[src/rtl/bcd_calc_control.sv]
// bcd_calc_control: keypad sequencer for a 4-digit BCD calculator.
// Collects operands and operator, latches ALU results, and drives the display.
module bcd_calc_control (
    input  logic        clk,
    input  logic        rst_n,
    input  logic        key_valid,
    input  logic [3:0]  key_code,
    output logic [15:0] op_a,
    output logic [15:0] op_b,
    output logic [1:0]  op_sel,
    input  logic [15:0] alu_result,
    input  logic        alu_neg,
    input  logic        alu_ovf,
    output logic [15:0] disp,
    output logic        disp_neg,
    output logic        disp_err,
    output logic [1:0]  state
);
    typedef enum logic [1:0] {ENTER_A = 2'b00, ENTER_B = 2'b01, SHOW_RES = 2'b10} st_t;
    st_t         st;
    logic [2:0]  cnt;
    logic        is_digit, is_op, can_chain;
    logic [1:0]  key_op;
    logic [15:0] shift_a, shift_b, fresh_a;
    assign state   = st;
    assign is_digit = key_code <= 4'h9;
    assign is_op    = key_code >= 4'hA && key_code <= 4'hC;
    // 0xA/0xB/0xC map onto op_sel 00/01/10
    assign key_op   = key_code[1:0] + 2'd2;
    assign shift_a  = {op_a[11:0], key_code};
    assign shift_b  = {op_b[11:0], key_code};
    assign fresh_a  = {12'h000, key_code};
    // A result can seed the next operation only when it is a valid non-negative value
    assign can_chain = st == ENTER_A || (st == SHOW_RES && !disp_neg && !disp_err);
    always_ff @(posedge clk or negedge rst_n) begin
        if (!rst_n) begin
            st       <= ENTER_A;
            cnt      <= 3'd0;
            op_a     <= 16'h0000;
            op_b     <= 16'h0000;
            op_sel   <= 2'b00;
            disp     <= 16'h0000;
            disp_neg <= 1'b0;
            disp_err <= 1'b0;
        end else if (key_valid) begin
            if (key_code == 4'hF) begin
                st       <= ENTER_A;
                cnt      <= 3'd0;
                op_a     <= 16'h0000;
                op_b     <= 16'h0000;
                op_sel   <= 2'b00;
                disp     <= 16'h0000;
                disp_neg <= 1'b0;
                disp_err <= 1'b0;
            end else if (is_digit) begin
                case (st)
                    ENTER_A: if (cnt < 3'd4) begin
                        op_a <= shift_a;
                        disp <= shift_a;
                        cnt  <= cnt + 3'd1;
                    end
                    ENTER_B: if (cnt < 3'd4) begin
                        op_b <= shift_b;
                        disp <= shift_b;
                        cnt  <= cnt + 3'd1;
                    end
                    default: begin
                        op_a     <= fresh_a;
                        disp     <= fresh_a;
                        op_b     <= 16'h0000;
                        cnt      <= 3'd1;
                        disp_neg <= 1'b0;
                        disp_err <= 1'b0;
                        st       <= ENTER_A;
                    end
                endcase
            end else if (is_op) begin
                if (can_chain) begin
                    if (st == SHOW_RES)
                        op_a <= disp;
                    op_sel <= key_op;
                    op_b   <= 16'h0000;
                    disp   <= 16'h0000;
                    cnt    <= 3'd0;
                    st     <= ENTER_B;
                end else if (st == ENTER_B && cnt == 3'd0) begin
                    op_sel <= key_op;
                end
            end else if (key_code == 4'hE && st == ENTER_B) begin
                disp     <= alu_result;
                disp_neg <= op_sel == 2'b01 && alu_neg;
                disp_err <= (op_sel == 2'b00 || op_sel == 2'b10) && alu_ovf;
                st       <= SHOW_RES;
            end
        end
    end
endmodule

[config.mk]
export PLATFORM = sky130hd
export DESIGN_NAME = bcd_calc_control
export DESIGN_NICKNAME = d
export VERILOG_FILES = /design/src/rtl/bcd_calc_control.sv
export SDC_FILE = /design/constraint.sdc
export NUM_CORES = 1
export LEC_CHECK = 0
export CORE_MARGIN = 2
export CORE_UTILIZATION = 50
export DETAILED_ROUTE_END_ITERATION = 12
export GPL_TIMING_DRIVEN = 0
export PLACE_DENSITY = 0.78
export RECOVER_POWER = 50
export REMOVE_ABC_BUFFERS = 1
export SYNTH_ARGS = -nofsm -noshare
export SYNTH_HDL_FRONTEND = slang
export SYNTH_SLANG_ARGS = --single-unit
[constraint.sdc]
create_clock -name clk -period 2.6 [get_ports clk]
set_input_delay 0.78 -clock clk [delete_from_list [all_inputs] [get_ports clk]]
set_output_delay 0.78 -clock clk [all_outputs]
set_load 0.01 [all_outputs]
Yosys cells after proc, flatten, opt, wreduce, memory -nomap -nowiden:

Cells that the tools add are included.

* reduce and logical (&&, ||, !) cells: 29
* $add $sub $neg: 2
* order comparisons: 4
* muxes and demuxes: 44
* eq/ne operators: 15

Operators with widths (count)
* $mux W16: 15
* $pmux W16 S2: 3
* $mux W2: 11
* $mux W3: 6
* $reduce_and A4 Y1: 4
* $reduce_bool A3 Y1: 5
* $ne A4 B2 Y1 const B: 3
* $reduce_and A5 Y1: 2
* $mux W1: 9
* $ne A3 B2 Y1 const B: 3
* $eq A4 B4 Y1 const B: 2
* $le A4 B4 Y1 const B: 2
* $logic_and A1 B1 Y1: 7
* $reduce_and A6 Y1: 1
* $eq A2 B1 Y1 const B: 2
* $eq A2 B2 Y1 const B: 2
* $ge A4 B4 Y1 const B: 1
* $logic_not A2 Y1: 2
* $ne A4 B4 Y1 const B: 1
* $reduce_bool A4 Y1: 1
* $add A3 B1 Y3 const B: 1
* $logic_not A3 Y1: 1
* $lt A3 B3 Y1 const B: 1
* $ne A3 B3 Y1 const B: 1
* other kinds (6): 8

* output and inout port bits: 54
* input bits: 25
* register bits after elaboration: 57

Logic depth before layout (Yosys ltp):

* depth after elaboration: 8
* mapped depth: 8
* gate-level depth less buffers: 5

Worst setup path before layout:

Ideal clock, no wire load.

* path kind: input port to flip-flop
* from: in key_code[2]
* to: reg op_a[0]
* required time: 2.473 ns
* stages on the path: 6
* library setup time: 0.127 ns
* arrival time: 2.300 ns
* buffers on the path: 2
* setup slack: 0.173 ns
* cells stage by stage: buf_2 > o21ai_4 > a211oi_4 > nor4_4 > buf_6 > mux2_1

* cells in the longest elaborated chain, start to end: 4

RTL lines
* start: declaration: RTL line 7 `input logic [3:0] key_code,`
* $ge A4 B4 Y1 / $le A4 B4 Y1 (equally long branches): RTL line 27 `assign is_op = key_code >= 4'hA && key_code <= 4'hC;`
* $logic_and A1 B1 Y1: RTL line 27
* $reduce_bool A3 Y1 (no source line)
* $reduce_and A6 Y1 (no source line)
* end signal: assignment: RTL line 58 `op_a <= shift_a;`
* end signal: assignment: RTL line 68 `op_a <= fresh_a;`
* end signal: assignment: RTL line 80 `op_a <= disp;`
* end: declaration: RTL line 8 `output logic [15:0] op_a,`

Parallel ways exist; a longest one is shown, timed or not.
A chain may end at the register's enable or synchronous reset.

Final worst setup path:

* from: in key_code[1]
* to: reg disp[0]

* cells in the longest elaborated chain, start to end: 5

RTL lines
* branches (longest 5 deep; another with $ge A4 B4 Y1)
* end signal: assignment: RTL line 59 `disp <= shift_a;`
* end signal: assignment: RTL line 64 `disp <= shift_b;`
* end signal: assignment: RTL line 90 `disp <= alu_result;`
* end: declaration: RTL line 14 `output logic [15:0] disp,`

Several ways; the timed one is not identified.

==> results by group <==
Floorplan
  – DIE WIDTH: roughly 86 µm
  – Core area: between 0.006 and 0.007 mm²
  – Starting density of the core: 52.3%
  – Io pins: approximately 80
  – Std cell rows: 29
  – DIE AREA: around 0.0074 mm²
  – Die Y: 86.0 µm

Place
  – Placer Congestion: roughly 0.82
  – Hpwl dp: ~5500 µm
  – Placed cell count: roughly 460
  – Pre-CTS setup slack: -1.76 ns
  – # port buffers: just under 80
  – Area after DPL: about 0.0041 mm²

Global routing
  – First-pass GRT wire length: roughly 15000 µm
  – Congestion Overflow GR: 0
  – GRT Overall Usage: 25.3%
  – Vias in the first global route: 2865
  – Initial antenna violation count: 0
  – Largest net degree at the start of global routing: 35

Finish
  – ANT cells: 0
  – Post-route insts no fill: between 400 and 500
  – Fin nets: around 430
  – Share of cells above drive strength 1: 17.8%
  – Most frequent cells in the layout: dfrtp_1, clkdlybuf4s50_1, nand2_1
  – Finished Cell Area: about 0.0045 mm²
  – Commonest non-fill, non-tap cell in the layout: dfrtp_1
  – Syn-to-layout area delta: 32.9%

Drt
  – Iteration-0 DRC Markers: 166
  – Drt first pass iters: 5
  – Vias/cell: 5.90
  – Vias: 2845
  – DRT antenna net count: 0
  – Routed WL: 9090 µm
  – # DRC: 0
  – DR WL/cell: between 15 and 20 µm

Clocking
  – Maximum buffer depth of the clock tree: 2
  – Inserted Clock Buffers: 9
  – Clock transition at path regs: around 0.070 ns
  – CTS sink count: 57
  – CTS Hold Buffers Added: 0
  – Root Buffer: clkbuf_8
  – H-tree depth: 3
  – TritonCTS clock tree: done
  – Worst-skew pair later-pin latency: ~0.34 ns

Timing
  – Worst-margin pin slew: ~1.4 ns
  – Final Max Tran Viols: 0
  – Final Hold Viols: 0
  – Max-slew headroom: under 10%
  – Final WS setup: about 0.066 ns
  – Period utilisation layout: around 97%
  – Worst Skew: between 0.009 and 0.01 ns
  – Setup TNS: 0 ns
  – Final setup vio count: 0
  – Min cycle time layout: 2.53 ns
  – RSZ-0062 raised after global routing: no
  – Fmax: a little under 400 MHz

Power
  – Leakage: between 0.0015 and 0.002 µW
  – Max VDD drop: approximately 520 µV
  – PwrDens: 895 mW/mm²

Synth
  – Mapped cell area: ~0.0034 mm²
  – Synth Warn #: 0
  – Top cells by area, synth: dfrtp_1, mux2i_1, mux2_2
  – Top FF cell, synth: dfrtp_1
  – Yosys top cell by area: dfrtp_1
  – Average size of a mapped cell: roughly 10 µm²
  – Synth unique cells: 47
  – EDFF count, synth: 0
  – Yosys reg bits: 57
  – Async SR Flop Fraction: 100%
  – Top-area cell type share of the netlist area: a little over two fifths
  – Post-Syn Instances: 325
  – Register area share after synthesis: 42.5%

Setup path
  – Required time of the worst setup path: ~2.8 ns
  – Critical path type: primary input to flop
  – CP Capture Type: flop
  – CP Launch Type: primary input
  – CP Data Arrival Time: roughly 2.8 ns
  – Crit path max fanout: 21
  – R2R setup slack: ~0.13 ns

Run status
  – Status: complete, no violations

Run
  – Max-Cap Viols: 0

Hold path
  – Hold crit path type: flop to flop
## sequential cells by signal (all words and copies together) (netlist names)
| name | count |
|---|---|
| op_a | 16 |
| state | 2 |
| op_sel | 2 |
| disp_neg | 1 |
| disp_err | 1 |
| disp | 16 |
| op_b | 16 |
| cnt | 3 |
## repair_timing
action,CTS,global route
gates cloned,1,0
gates resized for setup,16,4
setup buffers,9,0
pin swaps,4,0
endpoints found under the setup margin,59,29
## cell families after synthesis
logic type	count (synthesis)	synth area share, %
flops	57	42.5
xor+xnor	2	0.522
mux	64	21.6
fa+ha+maj	2	0.745
simple gates	94	14.6
compound gates	65	14.6
buf+inv	41	5.48
## synthesized netlist by cell type (10+ instances only)
cell type,instances
or3_1,11
mux2_2,21
mux2_1,10
mux2i_1,24
clkbuf_1,14
a21oi_1,18
nand3_1,11
inv_1,17
a2bb2oi_1,11
dfrtp_1,57
nand2_1,33
## through the flow
step	util [%]	hold WS [ns]	power, µW
floorplan	-	0.484	2280
global placement	64.1	0.469	3040
detailed placement	64.3	0.474	3080
CTS	69.5	0.434	4050
global route	69.5	0.494	4210
finish	69.5	0.479	4000
## cell type report
| type | instances | area (µm²) |
|---|---|---|
| clock buffer | 9 | 124 |
| clock inverter | 6 | 83.8 |
| fill | 497 | 1960 |
| inverter | 17 | 63.8 |
| multi-input combinational | 228 | 1780 |
| sequential | 57 | 1430 |
| tap | 77 | 96.3 |
| timing repair buffer | 88 | 885 |
## power by group
| part | total, µW | switching [µW] | internal, µW |
|---|---|---|---|
| logic | 1620 | 696 | 929 |
| clock network | 903 | 372 | 530 |
| registers | 1470 | 304 | 1170 |
| total | 4000 | 1370 | 2630 |
## worst max-delay path, stage by stage
cell	delay [ns]
clkdlybuf4s18_2	0.47
and4_4	0.48
a21o_1	0.18
o221a_4	0.45
mux2_2	0.39
## routing by layer
| metal | track usage, % | up-vias | part of all wire, % |
|---|---|---|---|
| met5 | 0 | - | 0 |
| met4 | 8.08 | 0 | 1.2 |
| met3 | 4.62 | 12 | 5.1 |
| met2 | 41.4 | 89 | 50 |
| met1 | 34.2 | 1422 | 44 |
| li1 | - | 1322 | - |
## path summary, 6_finish.rpt
kind                              from  endpoint  depth (start not counted)
min reg2reg                   op_a[14]  op_a[14]                          1
max                        key_code[1]   disp[0]                          5
min                           op_a[14]  op_a[14]                          1
max in group asynchronous        rst_n  state[0]                          2
min in group asynchronous        rst_n   disp[2]                          1
max reg2reg                   state[0]   disp[0]                          4
(Power assumes the default switching activity.)
==> RTL change (config.mk and constraints unchanged) <==
Reset style: synchronous (`rst_n`), changed in one clocked block.
--- a/src/rtl/bcd_calc_control.sv
+++ b/src/rtl/bcd_calc_control.sv
@@ -32,7 +32,7 @@
     assign fresh_a  = {12'h000, key_code};
     // A result can seed the next operation only when it is a valid non-negative value
     assign can_chain = st == ENTER_A || (st == SHOW_RES && !disp_neg && !disp_err);
-    always_ff @(posedge clk or negedge rst_n) begin
+    always_ff @(posedge clk) begin
         if (!rst_n) begin
             st       <= ENTER_A;
             cnt      <= 3'd0;
Formal check against the unedited RTL: differs if rst_n is asserted again (counterexample within 4 cycles, from zero or initial values and one cycle with rst_n low); with rst_n held inactive, the same outputs for 4 cycles.
==> RTL change against the unedited design <==
  * Final area down 5.4%
  * Area after synthesis is 10% lower
  * Wire length up 7.7%
  * Worst setup slack improved by 0.059 ns
  * Critical path depth is 3 higher
  * Final cell count up 11%
  * Sequential cell count unchanged
Power is not compared: it rests on default switching activity, and its combinational part moved more than twofold at a synthesized area within 25%.
==> RTL change: results (changes against the unedited design) <==
The ratio of routed vias to standard cells is 6.20 (was 5.90), and the post-synthesis share of cell area spent on full adders, half adders and majority gates is 0.830% (was 0.745%). The share of flip-flops with an asynchronous set or reset is 0% (was 100%). The pin slew with the least headroom to its limit came out at 0.925 ns (was 1.37 ns). Cells taking the most area after synthesis: sky130_fd_sc_hd__dfxtp_1 (38%), sky130_fd_sc_hd__o21ai_0 (10%), sky130_fd_sc_hd__nand2_1 (8.5%), sky130_fd_sc_hd__nand3_1 (5.5%), sky130_fd_sc_hd__mux2i_1 (3.3%) (was sky130_fd_sc_hd__dfrtp_1 (42%), sky130_fd_sc_hd__mux2i_1 (7.2%), sky130_fd_sc_hd__mux2_2 (7.0%), sky130_fd_sc_hd__mux2_4 (4.0%), sky130_fd_sc_hd__nand2_1 (3.7%)).

The logs give 37.9% (was 42.5%) for the sequential cell area fraction in the yosys report and 0.812 (was 0.818) for the placer's final routability congestion estimate. The synthesized instance count is 386 (was 325), and the largest fanout of any net on the critical path is 24 (was 21). The worst clock skew is 0.00590 ns (was 0.00900 ns). The slowest stage cell on the critical path is sky130_fd_sc_hd__clkdlybuf4s15_2 (was sky130_fd_sc_hd__and4_4). The tools report the number of nets in the final layout as 483 (was 428).

For the aggregate global routing overflow, the log shows 0 (unchanged). The static power due to leakage was 1.63 nW; the share of synthesized area spent on multiplexers was 4.82% (was 21.6%). The count of non-filler cells in the finished layout is 536 (was 482).

For the initial antenna violation count, the log shows 0 (unchanged). Cell family with the largest share of critical-path delay: buffers and inverters (was compound AO/OA/AOI/OAI gates). Stage delay of the slowest cell on the critical path: 0.55 ns (was 0.48 ns). Main flop type after synthesis: sky130_fd_sc_hd__dfxtp_1 (was sky130_fd_sc_hd__dfrtp_1).

The clock latency on the worst-skew pair is 0.34 ns (about the same). The total global-route track usage was 29.7% (was 25.3%); the via count of the first global-routing pass was 2984 (was 2865). The tools report the number of buffers between clock root and the deepest sink as 2 (unchanged). The data arrival time at the worst-slack endpoint is 2.74 ns (was 2.76 ns), and the xor and xnor area share after synthesis is 0.291% (was 0.522%). The flow ran to the end, and the final reports show no timing, DRC or antenna violations. The count of inserted antenna diode cells was 0 (unchanged). The run gives 45 (was 47) as the post-synthesis cell type count. The internal portion of the total power is 0.00166 W. The count of routing violations after the opening detailed-route iteration was 338 (was 166). The fraction of layout cells with a size suffix above 1 is 13.0% (was 17.8%).

The area after detailed placement is 0.00374 mm2 (was 0.00413 mm2). Wire length of the first global-routing pass: 15000 um (was 14600 um). The area fraction in compound gates after synthesis is 25.5% (was 14.6%), and the detailed placer's ending HPWL is 5540 um (was 5510 um). Most instantiated cells after synthesis: sky130_fd_sc_hd__nand2_1 (68), sky130_fd_sc_hd__o21ai_0 (62), sky130_fd_sc_hd__dfxtp_1 (57) (was sky130_fd_sc_hd__dfrtp_1 (57), sky130_fd_sc_hd__nand2_1 (33), sky130_fd_sc_hd__mux2i_1 (24)).

The maximum number of pins on one net before global-route repair was 41 (was 35); the average routed wire per standard cell was 18.3 um (was 18.9 um). The number of fill cells in the layout is 469 (was 497), and the number of placed cells counting well taps is 505 (was 457).
[RTL change: layer usage]
layer	wire, um	GRT usage [%]
met5	0	0
met4	167	10.7
met1	3940	38.5
met3	938	5.05
met2	4730	50.0
[RTL change: logic make-up (layout without fill, tap and decap cells)]
family / after synthesis / in the layout
flops: 57 / 57
mux: 14 / 14
xor+xnor: 1 / 1
buf+inv: 42 / 115
compound gates: 113 / 115
simple gates: 157 / 157
fa+ha+maj: 2 / 2
[RTL change: final timing paths]
| check | startpoint | endpoint | slack [ns] | depth (start not counted) |
|---|---|---|---|---|
| worst max-delay path | key_code[2] | disp[8]$_SDFFE_PN0P_ | 0.13 | 8 |
| worst min-delay path | op_a[14]$_SDFFE_PN0P_ | op_a[14]$_SDFFE_PN0P_ | 0.46 | 2 |
| worst max register to register | state[0]$_SDFFE_PN0P_ | disp[8]$_SDFFE_PN0P_ | 0.35 | 6 |
| worst min register to register | op_a[14]$_SDFFE_PN0P_ | op_a[14]$_SDFFE_PN0P_ | 0.46 | 2 |
[RTL change: cell type report]
cell class | instances | area [um2] | share of cell area (%)
clock buffer | 15 | 196 | 4.65
clock inverter | 1 | 30.0 | 0.711
inverter | 7 | 26.3 | 0.622
multi-input combinational | 289 | 1800 | 42.6
sequential | 57 | 1140 | 27.1
tap | 75 | 93.8 | 2.22
timing repair buffer | 92 | 936 | 22.2
[RTL change: metrics by stage]
step	setup TNS [ns]	worst slack, ns	utilization (%)
after floorplan	0	0.167	-
after global placement	-80.74	-1.89	63.2
after detailed placement	-68.05	-1.57	63.5
after CTS	0	0.00355	70.6
after global routing	0	0.0153	71.7
final	0	0.126	71.7
[RTL change: what timing repair did]
item / in CTS / in global routing
pin swaps: 5 / 1
gates cloned: 2 / 0
buffers inserted: 11 / 2
resized for setup: 13 / 11
setup endpoints to repair: 58 / 54
